`config.mk`:
```
export PLATFORM = sky130hd
export DESIGN_NAME = light_mask_compositor
export DESIGN_NICKNAME = d
export VERILOG_FILES = /design/src/rtl/light_mask_compositor.sv
export SDC_FILE = /design/constraint.sdc
export NUM_CORES = 1
export LEC_CHECK = 0
export CORE_MARGIN = 8
export CORE_UTILIZATION = 62
export CTS_BUF_LIST = sky130_fd_sc_hd__clkbuf_8
export DETAILED_ROUTE_END_ITERATION = 8
export GPL_ROUTABILITY_DRIVEN = 0
export HOLD_SLACK_MARGIN = 0.12
export PLACE_DENSITY = 0.82
export SYNTH_ARGS = -nofsm -noshare
export SYNTH_HDL_FRONTEND = slang
export SYNTH_SLANG_ARGS = --single-unit
```
`constraint.sdc`:
```
create_clock -name clk -period 6.32 [get_ports clk]
set_input_delay 1.58 -clock clk [delete_from_list [all_inputs] [get_ports clk]]
set_output_delay 1.58 -clock clk [all_outputs]
set_load 0.03 [all_outputs]
```
`src/rtl/light_mask_compositor.sv`:
```
// Per-pixel darkness compositor: circular lights punch holes in a faded dark mask.
// Three pix_en-gated pipeline stages (distance, squared distance, select/scale)
// plus a frame-synchronous fade FSM that ramps the darkness level.
module light_mask_compositor #(
  parameter int unsigned NUM_LIGHTS = 2,
  parameter int unsigned COORD_W    = 9,
  parameter int unsigned R2_W       = 12,
  parameter int unsigned FADE_W     = 4
) (
  input  logic                           clk,
  input  logic                           rst,
  input  logic                           pix_en,
  input  logic [9:0]                     h_cnt,
  input  logic [9:0]                     v_cnt,
  input  logic [11:0]                    pixel_in,
  input  logic                           pixel_valid,
  input  logic                           frame_start,
  input  logic                           dark_en,
  input  logic [COORD_W-1:0]             region_x0,
  input  logic [COORD_W-1:0]             region_y0,
  input  logic [NUM_LIGHTS*COORD_W-1:0]  light_x,
  input  logic [NUM_LIGHTS*COORD_W-1:0]  light_y,
  input  logic [NUM_LIGHTS*R2_W-1:0]     light_r2,
  input  logic [NUM_LIGHTS-1:0]          light_en,
  output logic [11:0]                    rgb_out,
  output logic                           rgb_valid,
  output logic                           lit,
  output logic [FADE_W:0]                fade_level,
  output logic                           fade_busy
);

  localparam int unsigned D2_W  = 2 * COORD_W + 1;
  localparam int unsigned LVL_W = FADE_W + 1;
  localparam logic [LVL_W-1:0] FadeMax = LVL_W'(1 << FADE_W);

  typedef enum logic [1:0] {StLit, StFadeOut, StDark, StFadeIn} fade_state_e;

  fade_state_e      state_q, state_d;
  logic [LVL_W-1:0] level_q, level_d;
  logic             busy_q;

  // Stage registers
  logic [NUM_LIGHTS-1:0][COORD_W-1:0] dx_q, dy_q, dx_c, dy_c;
  logic [NUM_LIGHTS-1:0][D2_W-1:0]    d2_q, d2_c;
  logic        region1_q, region2_q, valid1_q, valid2_q;
  logic [11:0] pix1_q, pix2_q;
  logic [11:0] rgb_q, rgb_d;
  logic        rgb_valid_q, lit_q, lit_d;

  logic [COORD_W-1:0] x_c, y_c;
  logic               region_c;
  logic               unused_cnt;

  // Counter LSBs (and any bits beyond COORD_W) are dropped by the halving.
  assign unused_cnt = ^{h_cnt, v_cnt};

  assign x_c      = COORD_W'(h_cnt >> 1);
  assign y_c      = COORD_W'(v_cnt >> 1);
  assign region_c = (x_c >= region_x0) && (y_c >= region_y0);

  function automatic logic [3:0] scale_ch(input logic [3:0] ch, input logic [LVL_W-1:0] lvl);
    logic [LVL_W+3:0] prod;
    prod     = (LVL_W + 4)'(ch) * (LVL_W + 4)'(lvl);
    scale_ch = 4'(prod >> FADE_W);
  endfunction

  // S1 combinational: per-light absolute coordinate distance
  always_comb begin
    dx_c = '0;
    dy_c = '0;
    for (int i = 0; i < NUM_LIGHTS; i++) begin
      logic [COORD_W-1:0] lx, ly;
      lx = light_x[i*COORD_W +: COORD_W];
      ly = light_y[i*COORD_W +: COORD_W];
      dx_c[i] = (x_c >= lx) ? x_c - lx : lx - x_c;
      dy_c[i] = (y_c >= ly) ? y_c - ly : ly - y_c;
    end
  end

  // S2 combinational: squared distance, wide enough never to overflow
  always_comb begin
    d2_c = '0;
    for (int i = 0; i < NUM_LIGHTS; i++) begin
      d2_c[i] = D2_W'(dx_q[i]) * D2_W'(dx_q[i]) + D2_W'(dy_q[i]) * D2_W'(dy_q[i]);
    end
  end

  // S3 combinational: strict radius test and output select
  always_comb begin
    lit_d = 1'b0;
    for (int i = 0; i < NUM_LIGHTS; i++) begin
      if (light_en[i] && (32'(d2_q[i]) < 32'(light_r2[i*R2_W +: R2_W]))) lit_d = 1'b1;
    end
    if (!valid2_q) begin
      rgb_d = '0;
    end else if (!region2_q || lit_d || (level_q == FadeMax)) begin
      rgb_d = pix2_q;
    end else begin
      rgb_d = {scale_ch(pix2_q[11:8], level_q), scale_ch(pix2_q[7:4], level_q),
               scale_ch(pix2_q[3:0], level_q)};
    end
  end

  // Pipeline state, advanced only on pixel strobes
  always_ff @(posedge clk or posedge rst) begin
    if (rst) begin
      dx_q        <= '0;
      dy_q        <= '0;
      region1_q   <= 1'b0;
      valid1_q    <= 1'b0;
      pix1_q      <= '0;
      d2_q        <= '0;
      region2_q   <= 1'b0;
      valid2_q    <= 1'b0;
      pix2_q      <= '0;
      rgb_q       <= '0;
      rgb_valid_q <= 1'b0;
      lit_q       <= 1'b0;
    end else if (pix_en) begin
      dx_q        <= dx_c;
      dy_q        <= dy_c;
      region1_q   <= region_c;
      valid1_q    <= pixel_valid;
      pix1_q      <= pixel_in;
      d2_q        <= d2_c;
      region2_q   <= region1_q;
      valid2_q    <= valid1_q;
      pix2_q      <= pix1_q;
      rgb_q       <= rgb_d;
      rgb_valid_q <= valid2_q;
      lit_q       <= lit_d;
    end
  end

  // Fade next state: direction follows dark_en immediately; a step happens only on
  // frame_start and always uses the current direction, saturating at both ends.
  always_comb begin
    state_d = state_q;
    level_d = level_q;
    if (dark_en) begin
      if (state_q != StDark) begin
        state_d = StFadeOut;
        if (frame_start) begin
          if (level_q <= LVL_W'(1)) begin
            level_d = '0;
            state_d = StDark;
          end else begin
            level_d = level_q - LVL_W'(1);
          end
        end
      end
    end else begin
      if (state_q != StLit) begin
        state_d = StFadeIn;
        if (frame_start) begin
          if (level_q >= FadeMax - LVL_W'(1)) begin
            level_d = FadeMax;
            state_d = StLit;
          end else begin
            level_d = level_q + LVL_W'(1);
          end
        end
      end
    end
  end

  // Fade state, level and registered busy flag
  always_ff @(posedge clk or posedge rst) begin
    if (rst) begin
      state_q <= StLit;
      level_q <= FadeMax;
      busy_q  <= 1'b0;
    end else begin
      state_q <= state_d;
      level_q <= level_d;
      busy_q  <= (state_d == StFadeOut) || (state_d == StFadeIn);
    end
  end

  assign rgb_out    = rgb_q;
  assign rgb_valid  = rgb_valid_q;
  assign lit        = lit_q;
  assign fade_level = level_q;
  assign fade_busy  = busy_q;

endmodule

```
==> key figures <==
Routing
  – Routed wire length: 42520 um
  – Drt wl/cell: 16.82 um
  – Detailed Route Iter0 Violations: 796
  – DR vias: 14230
  – DRC violations left: 0
  – Final ANT Viol Nets: 0
  – First drt pass iteration count: 5
  – Via density: 5.629

Timing
  – Final setup vio count: 0
  – Fin. Hold Viols: 0
  – Setup tns final: 0 ps
  – Min cycle time layout: 6010 ps
  – Worst slew pin tran: 1161 ps
  – Fmax: 166.4 MHz
  – Slew margin rel.: 0.2209
  – Final period util: 0.9509
  – Post-route clock skew: 14.93 ps
  – Slew Viols, Final: 0
  – RSZ-0062 raised after global routing: no
  – Min Hold Slack: 494.0 ps

Cells and area
  – Post-layout nets: 2715
  – Final instance area: 20810 sq um
  – Area Overhead vs Synth: 12.32%
  – Finished Layout Cells: 2528
  – # diodes: 0
  – Fraction of layout cells with a size suffix above 1: 0.07063

Setup path
  – CP max FO: 8
  – Crit path required time: 6680 ps
  – R2r endpoint: d2_q[37]
  – Worst endpoint data arrival time: 6370 ps
  – FF-to-FF Start: dy_q[13]
  – Cells on worst reg2reg path: 21
  – CP Launch Type: flip-flop
  – Start point of the critical path: dy_q[13]
  – End point of the critical path: d2_q[37]
  – Reg2reg setup slack: 310 ps
  – Worst Path Class, Setup: reg -> reg
  – CP Capture Type: flip-flop

Yosys
  – Area leader, netlist: fa_1
  – Yosys warns: 0
  – Primary FF master, synth: dfrtp_1
  – Synth top area share: 0.2377
  – Net Count, Synth: 2596
  – Cells after Synth: 2006
  – Seq/Total Area, Yosys: 0.1662
  – Number of synthesized flops with an enable pin: 0
  – Count leader, synth: inv_1
  – Mean Syn Cell Area: 9.236 sq um
  – Share of async-settable or async-resettable flops after synthesis: 1.000
  – Commonest cells in the netlist: 444 x inv_1, 252 x ha_1, 220 x fa_1, 122 x dfrtp_1, 117 x nand2_1
  – Synthesis-stage register bit count: 123
  – Netlist Area Pre-Place: 18530 sq um
  – Cell variety after synth: 69
  – Synth area leaders: fa_1 24%, ha_1 17%, dfrtp_1 16%

Global route
  – Total GRT Usage: 0.2462
  – Antenna violations before repair: 4
  – Number of global-route vias before repair: 15260
  – Largest net degree at the start of global routing: 68
  – First-pass GRT wire length: 72020 um
  – Gr ovfl total: 0

CTS
  – CTS hold repair buffers: 0
  – Clock Pin Slew Worst Setup and Hold Paths: 80 ps
  – Max Buffers Root-to-Sink: 2
  – Post-CTS setup buffers: 0
  – Clk sinks: 123
  – Clk_lat worst skew: 480 ps
  – Num CTS Buffers: 17
  – Root buffer cell: clkbuf_8
  – Htree depth: 4
  – CTS tree: done
  – CTS-repair resized insts: 0

Floorplan
  – Die Wd: 188.9 um
  – Boundary Pins: 138
  – Initial Utilization: 0.6268
  – Die area: 35670 sq um
  – FP Rows: 63
  – Die height: 188.9 um
  – Core area: 29560 sq um

Place
  – Area post-placement: 20310 sq um
  – Port Buf Inserts: 135
  – Hpwl dp: 34760 um
  – Post-Place Cells: 2496

Job
  – Max_cap viols: 0

Outcome
  – Status: complete, no violations

Min path
  – Hold Crit Class: reg -> reg
==> state kept, by name (all words and copies together), names as in the netlist, 5 cells and up, named ones only <==
name / cells
d2_q: 38
dx_q: 18
dy_q: 18
pix1_q: 12
pix2_q: 12
rgb_out: 12
fade_level: 5
==> metal layers <==
layer  track usage  up-vias  wire length, um
met2        0.4123      483            20470
met1        0.3096     6997            17990
met3       0.04709      111             2569
li1              -     6631                -
met5             0        -               56
met4        0.1013        8             1432
==> cells in the final DEF (no fill, tap or decap), drive strengths merged, types with 12 or more instances in the layout <==
| cell | count |
|---|---|
| clkdlybuf4s50 | 134 |
| nand2b | 17 |
| clkbuf | 19 |
| buf | 23 |
| o21a | 12 |
| mux2 | 76 |
| nand3 | 19 |
| nand2 | 118 |
| a21o | 24 |
| o2bb2ai | 15 |
| a21oi | 98 |
| o21ai | 47 |
| xor2 | 27 |
| nor2 | 78 |
| o21bai | 12 |
| mux2i | 30 |
| xnor2 | 61 |
| ha | 252 |
| and2 | 110 |
| nor2b | 34 |
| dfrtp | 122 |
| nor3 | 14 |
| inv | 447 |
| fa | 220 |
==> worst min path at each step <==
| stage | startpoint | to | slack (ps) | depth (start not counted) |
|---|---|---|---|---|
| 4_1_cts | rgb_out[3] | rgb_out[3] | 500 | 1 |
| 2_1_floorplan | d2_q[8] | d2_q[8] | 460 | 2 |
| 3_3_place_gp | rgb_out[0] | rgb_out[0] | 470 | 1 |
| 6_report | rgb_out[3] | rgb_out[3] | 490 | 1 |
| 3_5_place_dp | rgb_out[1] | rgb_out[1] | 480 | 1 |
| 5_1_grt | rgb_out[8] | rgb_out[8] | 510 | 1 |
==> area by class of cell <==
cell class              count  area, sq um
inverters                 444         1669
clock buffers              19        261.5
repair buffers            157         1514
flip-flops and latches    123         3080
fillers                  2191         8751
well taps                 390        488.0
multi-input cells        1382        13580
clock inverters            13        212.7
==> worst max-delay path: stages, from the launching register on <==
cell	delay, ps
dfrtp_1	490
inv_1	200
nor2_1	110
fa_1	430
fa_1	540
inv_1	60
fa_1	540
inv_1	50
fa_1	460
fa_1	490
inv_1	50
fa_1	470
inv_1	40
ha_1	310
o21ai_0	100
nand2b_1	180
a2111oi_2	110
or4_1	590
and3_1	200
o21ai_1	160
xnor2_1	90
mux2_2	260
==> cells by family (layout without fill, tap and decap cells) <==
logic type / count (synthesis) / after routing / share of synthesized area
xor+xnor: 88 / 88 / 0.04160
fa+ha+maj: 472 / 472 / 0.4079
flops: 123 / 123 / 0.1662
mux: 106 / 106 / 0.06261
simple gates: 429 / 429 / 0.1185
buf+inv: 501 / 633 / 0.1019
compound gates: 287 / 287 / 0.1013
==> through the flow <==
step                  util  worst slack, ps
floorplan                -            553.0
global placement    0.6871            337.1
detailed placement  0.6871            238.9
CTS                 0.7031            182.8
global route        0.7040            22.92
finish              0.7040            310.1
Power is left out: the tool's default activity adds up to more than one toggle a clock period on the data nets, which glitch-free logic cannot reach.
